$ cat config.mk
export PLATFORM = sky130hd
export DESIGN_NAME = lsu_ctrl
export DESIGN_NICKNAME = d
export VERILOG_FILES = /design/src/rtl/lsu_ctrl.sv
export SDC_FILE = /design/constraint.sdc
export NUM_CORES = 1
export LEC_CHECK = 0
export BUFFER_PORTS_ARGS = -buffer_cell sky130_fd_sc_hd__buf_2
export CORE_MARGIN = 5
export CORE_UTILIZATION = 40
export DETAILED_ROUTE_END_ITERATION = 8
export GPL_ROUTABILITY_DRIVEN = 1
export SYNTH_ARGS = -nofsm -noshare
export SYNTH_HDL_FRONTEND = slang
export SYNTH_SLANG_ARGS = --single-unit
export TNS_END_PERCENT = 100
$ cat constraint.sdc
create_clock -name clk -period 2.8 [get_ports clk]
set_input_delay 0.14 -clock clk [delete_from_list [all_inputs] [get_ports clk]]
set_output_delay 0.14 -clock clk [all_outputs]
set_load 0.02 [all_outputs]
$ cat src/rtl/lsu_ctrl.sv
// ---------------------------------------------------------------------------
// lsu_ctrl
//
// Purpose:
//   Load/store unit controller sitting between a core and a simple
//   req/gnt/rvalid memory bus. It accepts one access at a time, generates
//   word-aligned bus beats with byte enables, places store data on the
//   correct byte lanes and realigns plus sign/zero-extends load data.
//
// Configuration macro:
//   LSU_MISALIGNED_SPLIT_EN
//     defined   : accesses crossing a word boundary are split into two bus
//                 beats (address, address+4) and lsu_err_o stays 0.
//     undefined : accesses crossing a word boundary are rejected without any
//                 bus traffic and complete with lsu_err_o=1, lsu_rdata_o=0.
//
// Ports:
//   clk, rst        : clock (rising edge) and synchronous active-high reset
//   lsu_req_i       : core request valid, taken when lsu_ready_o is high
//   lsu_we_i        : 0 = load, 1 = store
//   lsu_type_i      : 00 word, 01 half, 10/11 byte
//   lsu_sext_i      : sign-extend (1) or zero-extend (0) load data
//   lsu_addr_i      : byte address
//   lsu_wdata_i     : store data, right-aligned
//   lsu_ready_o     : controller idle and able to accept
//   lsu_rvalid_o    : one-cycle completion pulse
//   lsu_rdata_o     : extended load data (0 for stores)
//   lsu_err_o       : misaligned-access error, coincident with lsu_rvalid_o
//   data_*          : memory bus (req/gnt handshake, then rvalid response)
// ---------------------------------------------------------------------------
module lsu_ctrl #(
    parameter int ADDR_WIDTH = 32,
    parameter int DATA_WIDTH = 32
) (
    input  logic                  clk,
    input  logic                  rst,
    input  logic                  lsu_req_i,
    input  logic                  lsu_we_i,
    input  logic [1:0]            lsu_type_i,
    input  logic                  lsu_sext_i,
    input  logic [ADDR_WIDTH-1:0] lsu_addr_i,
    input  logic [DATA_WIDTH-1:0] lsu_wdata_i,
    output logic                  lsu_ready_o,
    output logic                  lsu_rvalid_o,
    output logic [DATA_WIDTH-1:0] lsu_rdata_o,
    output logic                  lsu_err_o,
    output logic                  data_req_o,
    input  logic                  data_gnt_i,
    output logic [ADDR_WIDTH-1:0] data_addr_o,
    output logic                  data_we_o,
    output logic [3:0]            data_be_o,
    output logic [DATA_WIDTH-1:0] data_wdata_o,
    input  logic                  data_rvalid_i,
    input  logic [DATA_WIDTH-1:0] data_rdata_i
);

`ifdef LSU_MISALIGNED_SPLIT_EN
    localparam logic SPLIT_EN = 1'b1;
`else
    localparam logic SPLIT_EN = 1'b0;
`endif

    typedef enum logic [2:0] {
        IDLE,
        GNT1,
        RSP1,
        GNT2,
        RSP2
    } state_t;

    state_t                  r_state;
    state_t                  w_nextState;

    logic [ADDR_WIDTH-1:0]   r_addr;
    logic                    r_we;
    logic [1:0]              r_type;
    logic                    r_sext;
    logic [1:0]              r_off;
    logic [7:0]              r_mask;
    logic [2*DATA_WIDTH-1:0] r_wdata;
    logic [DATA_WIDTH-1:0]   r_beat1;
    logic                    r_rvalid;
    logic [DATA_WIDTH-1:0]   r_rdata;
    logic                    r_err;

    logic                    w_accept;
    logic [1:0]              w_off;
    logic [7:0]              w_baseMask;
    logic [7:0]              w_mask;
    logic                    w_misaligned;
    logic                    w_reject;
    logic                    w_rMis;
    logic [2*DATA_WIDTH-1:0] w_shiftWdata;
    logic                    w_busReq;
    logic                    w_secondBeat;
    logic [DATA_WIDTH-1:0]   w_beatLo;
    logic [DATA_WIDTH-1:0]   w_beatHi;
    logic [DATA_WIDTH-1:0]   w_rdAligned;
    logic [DATA_WIDTH-1:0]   w_loadData;
    logic                    w_final;

    // Request decode: the byte mask is built over two words so that an
    // access spilling into the next word shows up in the upper nibble.
    assign w_accept     = lsu_req_i & (r_state == IDLE);
    assign w_off        = lsu_addr_i[1:0];
    assign w_mask       = w_baseMask << w_off;
    assign w_misaligned = |w_mask[7:4];
    assign w_reject     = w_misaligned & ~SPLIT_EN;
    assign w_rMis       = |r_mask[7:4];
    assign w_shiftWdata = {{DATA_WIDTH{1'b0}}, lsu_wdata_i} << {w_off, 3'b000};

    always_comb begin
        w_baseMask = 8'b0000_0001;
        case (lsu_type_i)
            2'b00:   w_baseMask = 8'b0000_1111;
            2'b01:   w_baseMask = 8'b0000_0011;
            default: w_baseMask = 8'b0000_0001;
        endcase
    end

    // State register.
    always_ff @(posedge clk) begin
        if (rst) begin
            r_state <= IDLE;
        end else begin
            r_state <= w_nextState;
        end
    end

    // Next-state logic. A rejected misaligned access never leaves IDLE;
    // RSP1 only continues to a second beat when the access spans two words.
    always_comb begin
        w_nextState = r_state;
        case (r_state)
            IDLE: begin
                if (w_accept && !w_reject) begin
                    w_nextState = GNT1;
                end
            end
            GNT1: begin
                if (data_gnt_i) begin
                    w_nextState = RSP1;
                end
            end
            RSP1: begin
                if (data_rvalid_i) begin
                    w_nextState = w_rMis ? GNT2 : IDLE;
                end
            end
            GNT2: begin
                if (data_gnt_i) begin
                    w_nextState = RSP2;
                end
            end
            RSP2: begin
                if (data_rvalid_i) begin
                    w_nextState = IDLE;
                end
            end
            default: w_nextState = IDLE;
        endcase
    end

    // Bus drive: everything is forced to zero outside the grant states so
    // the bus is quiet after reset and between transactions.
    assign w_busReq     = (r_state == GNT1) || (r_state == GNT2);
    assign w_secondBeat = (r_state == GNT2);

    assign data_req_o   = w_busReq;
    assign data_we_o    = w_busReq & r_we;
    assign data_addr_o  = !w_busReq    ? '0 :
                          w_secondBeat ? r_addr + ADDR_WIDTH'(4) : r_addr;
    assign data_be_o    = !w_busReq    ? 4'b0000 :
                          w_secondBeat ? r_mask[7:4] : r_mask[3:0];
    assign data_wdata_o = !w_busReq    ? '0 :
                          w_secondBeat ? r_wdata[2*DATA_WIDTH-1:DATA_WIDTH]
                                       : r_wdata[DATA_WIDTH-1:0];

    // Load realignment: in RSP2 the pair is {current beat, captured beat 1};
    // a single-beat access only needs the current word shifted down.
    assign w_beatLo    = (r_state == RSP2) ? r_beat1 : data_rdata_i;
    assign w_beatHi    = (r_state == RSP2) ? data_rdata_i : '0;
    assign w_rdAligned = DATA_WIDTH'({w_beatHi, w_beatLo} >> {r_off, 3'b000});
    assign w_final     = data_rvalid_i &&
                         (((r_state == RSP1) && !w_rMis) || (r_state == RSP2));

    always_comb begin
        w_loadData = w_rdAligned;
        case (r_type)
            2'b00:   w_loadData = w_rdAligned;
            2'b01:   w_loadData = {{(DATA_WIDTH-16){r_sext & w_rdAligned[15]}},
                                   w_rdAligned[15:0]};
            default: w_loadData = {{(DATA_WIDTH-8){r_sext & w_rdAligned[7]}},
                                   w_rdAligned[7:0]};
        endcase
    end

    // Request capture and registered completion. The completion outputs
    // default to zero each cycle so lsu_rvalid_o/lsu_err_o are single pulses.
    always_ff @(posedge clk) begin
        if (rst) begin
            r_addr   <= '0;
            r_we     <= 1'b0;
            r_type   <= 2'b00;
            r_sext   <= 1'b0;
            r_off    <= 2'b00;
            r_mask   <= 8'b0;
            r_wdata  <= '0;
            r_beat1  <= '0;
            r_rvalid <= 1'b0;
            r_rdata  <= '0;
            r_err    <= 1'b0;
        end else begin
            r_rvalid <= 1'b0;
            r_err    <= 1'b0;
            r_rdata  <= '0;
            if (w_accept) begin
                r_addr  <= {lsu_addr_i[ADDR_WIDTH-1:2], 2'b00};
                r_we    <= lsu_we_i;
                r_type  <= lsu_type_i;
                r_sext  <= lsu_sext_i;
                r_off   <= w_off;
                r_mask  <= w_mask;
                r_wdata <= w_shiftWdata;
                if (w_reject) begin
                    r_rvalid <= 1'b1;
                    r_err    <= 1'b1;
                end
            end
            if ((r_state == RSP1) && data_rvalid_i && w_rMis) begin
                r_beat1 <= data_rdata_i;
            end
            if (w_final) begin
                r_rvalid <= 1'b1;
                r_rdata  <= r_we ? '0 : w_loadData;
            end
        end
    end

    assign lsu_ready_o  = (r_state == IDLE);
    assign lsu_rvalid_o = r_rvalid;
    assign lsu_rdata_o  = r_rdata;
    assign lsu_err_o    = r_err;

endmodule

==> metrics.yaml <==
synth_compound_area_share_pct: 14.7
drive_above_1_share_pct: 24.8
synth_top_family_by_area: "simple AND/OR/NAND/NOR gates"
cpMaxStageDelayCell: "or4_4"
grt_max_degree: 62
cp-end-kind: "primary output"
p_sw_mw: 2.74
antenna_found_initial: 1
drtIter0Drc: 508
wirelength_um: 27200
crit_path_max_incr_delay_ps: 600
routabilityCongestion: 0.867
hold_violations: 0
fmax_mhz: 377
min_path_type: "primary input to flop"
p_per_area_nw_per_um2: 670
dp_hpwl_um: 18900
avgViaCountPerCell: 5.32
crit_required_ps: 2660
ys_ff_latch: 168
finalPower_mw: 7.48
cts_buffers: 17
numPortBuffers: 207
path_cells: "and4_1 -> nand3_2 -> or4_4 -> or3_1 -> a21oi_1 -> buf_2"
htree_levels: 4
pin_count: 210
clock_latency_ps: 430
fin_ws_ps: 146
ys.flop_type: "dfxtp_1"
path_delay_family: "simple AND/OR/NAND/NOR gates"
internal_power_mw: 4.75
grt_pass1_wl_um: 42900
yosys_warnings: 0
fp.dieH_um: 157
p_leak_nw: 4.97
cp_max_fo: 13
dp_slack_ps: 276
wl_per_cell_um: 17.4
synth_top_area_share_pct: 39.1
cts_root_buffer: "clkbuf_16"
die_area_um2: 24500
start_util_pct: 40.8
clkPwrFrac_pct: 30.6
synth_edf_count: 0
power_frac_seq_pct: 38.8
yosys-top-cells-area: "dfxtp_1 (39%), mux2i_1 (14%), nand2_1 (7.4%)"
period_share_pct: 94.8
rows: 53
worst_setup_path_start_kind: "flop"
core_um2: 21100
timing.final.max_slew_violations: 0
max_slew_margin_pct: 52.2
cts_tree: "yes"
die_w_um: 157
finalNonFillerCells: 1560
syn-mean-instance-area_um2: 8.39
dp_cells: 1456
muxShareOfSynthArea_pct: 19.1
yosys.area_share.simple_pct: 20.5
crit_type: "flop to primary output"
worstMarginPinSlew_ps: 717
grt_util_all_layers_pct: 21.8
ys_seq_area_share_pct: 39.1
critical_path_buf_inv_count: 1
synthesis.area_um2: 8600
synth_cells: 1025
swShare_pct: 36.6
comb_power_share_pct: 30.6
fin_hold_ws_ps: 12.7
fin_crit_ps: 2650
maxCapViolations: 0
grt_pass1_vias: 8098
vdd_drop_max_mv: 0.520
post-route-drc-count: 0
clkSinkCount: 168
rsz0062_at_grt: "no"
antenna_left: 0
synth-adder-area-share_pct: 0.145
status: "completed"
synth.distinct_cells: 55
synth-xor-area-share_pct: 1.93
final_nets: 1377
overflow: 0
drtPass1Iterations: 5
area_growth_pct: 29.9
synth_commonest_cells: "nand2_1 (170), dfxtp_1 (168), mux2i_1 (121), nor2_1 (117), a21oi_1 (88)"
async_flop_share_pct: 0
clk_pin_slew_ps: 70
setup_viol: 0
synth_top_cell_by_area: "dfxtp_1"
crit_arrival_ps: 2510
fin_setup_tns_ps: 0
finClkSkew_ps: 9.17
yosysMostFrequentCell: "nand2_1"
clock_path_buffers: 2
vias: 8294
[flip-flops by register name, indices dropped and copies added, names as in the netlist, 2 cells and up]
register and cells:
r_type 2, r_state 3, r_wdata 56, r_addr 30, r_mask 7, lsu_rdata_o 32, r_beat1 32, r_off 2
[stage by stage]
step / cell area, um^2 / utilization (%)
6_report: 11200 / 53.0
5_1_grt: 11200 / 53.0
4_1_cts: 11200 / 52.9
3_5_place_dp: 9880 / 46.8
3_3_place_gp: 9880 / 46.8
2_1_floorplan: 8600 / -
[cell usage in the layout, fill, tap and decap left out, types with 9 or more instances in the layout]
| cell | synthesis | final |
|---|---|---|
| and2_1 | 11 | 10 |
| nor4_1 | 13 | 13 |
| xnor2_1 | 13 | 13 |
| buf_4 | 3 | 28 |
| buf_2 | 9 | 206 |
| nor2_1 | 117 | 116 |
| a21oi_1 | 88 | 88 |
| mux4_2 | 15 | 15 |
| a221oi_1 | 9 | 9 |
| dfxtp_1 | 168 | 162 |
| o211ai_1 | 15 | 15 |
| inv_1 | 9 | 9 |
| clkbuf_16 | 0 | 17 |
| o21ai_0 | 48 | 48 |
| nand2_1 | 170 | 168 |
| nand3_1 | 17 | 17 |
| dlygate4sd3_1 | 0 | 70 |
| a22o_1 | 17 | 17 |
| nor3_1 | 21 | 21 |
| mux2i_1 | 121 | 121 |
[routing by layer]
metal / global-route usage, % / part of all wire (%) / vias to the layer above
met5: 0 / 0 / -
li1: - / - / 4100
met4: 8.35 / 2.4 / 0
met3: 3.68 / 6.5 / 43
met1: 30.1 / 46 / 3865
met2: 34.1 / 45 / 286
[final timing paths]
check	startpoint	endpoint	slack [ps]	depth (start not counted)
max reg2reg	r_state[1]	lsu_rdata_o[8]	410	5
min reg2reg	r_wdata[27]	r_wdata[27]	450	2
min	data_rdata_i[19]	r_beat1[19]	10	3
max	r_state[1]	data_addr_o[31]	150	6
[power groups by stage]
stage / registers, mW / clock network (mW) / logic, mW
4_1_cts: 2.90 / 2.34 / 2.28
3_3_place_gp: 2.94 / 0 / 2.19
5_1_grt: 2.94 / 2.43 / 2.49
3_5_place_dp: 2.95 / 0 / 2.20
2_1_floorplan: 2.89 / 0 / 1.58
6_report: 2.90 / 2.29 / 2.29
[tightest hold or removal path, delay by kind of cell]
| family | cells | cell delay (ps) |
|---|---|---|
| simple gates | 1 | 70 |
| mux | 1 | 70 |
| buf+inv | 1 | 120 |
[area by class of cell]
cell class                      count  area [um^2]
Antenna cell                        1         2.50
Clock buffer                       18          439
Clock inverter                     14          131
Fill cell                        2068         9910
Inverter                           11         41.3
Multi-Input combinational cell    768         4880
Sequential cell                   168         3370
Tap cell                          275          344
Timing Repair Buffer              305         1960
[repair_timing]
| action | 4_1_cts | 5_1_grt |
|---|---|---|
| setup endpoints to repair | 5 | 4 |
| endpoints found under the hold margin | 75 | 0 |
| hold buffers | 70 | 0 |
| resized for setup | 4 | 4 |
| pin swaps | 1 | 1 |
| buffers inserted | 1 | 0 |
[kinds of logic (layout without fill, tap and decap cells)]
kind of cell | count (synthesis) | in the layout
AO/OA/AOI/OAI | 206 | 206
AND/OR/NAND/NOR | 396 | 396
XOR/XNOR | 19 | 19
flip-flops | 168 | 168
buffers and inverters | 90 | 348
other | 1 | 3
adder cells (fa/ha/maj) | 1 | 1
multiplexers | 144 | 144
Note: power is estimated with default switching activity, not from simulation.
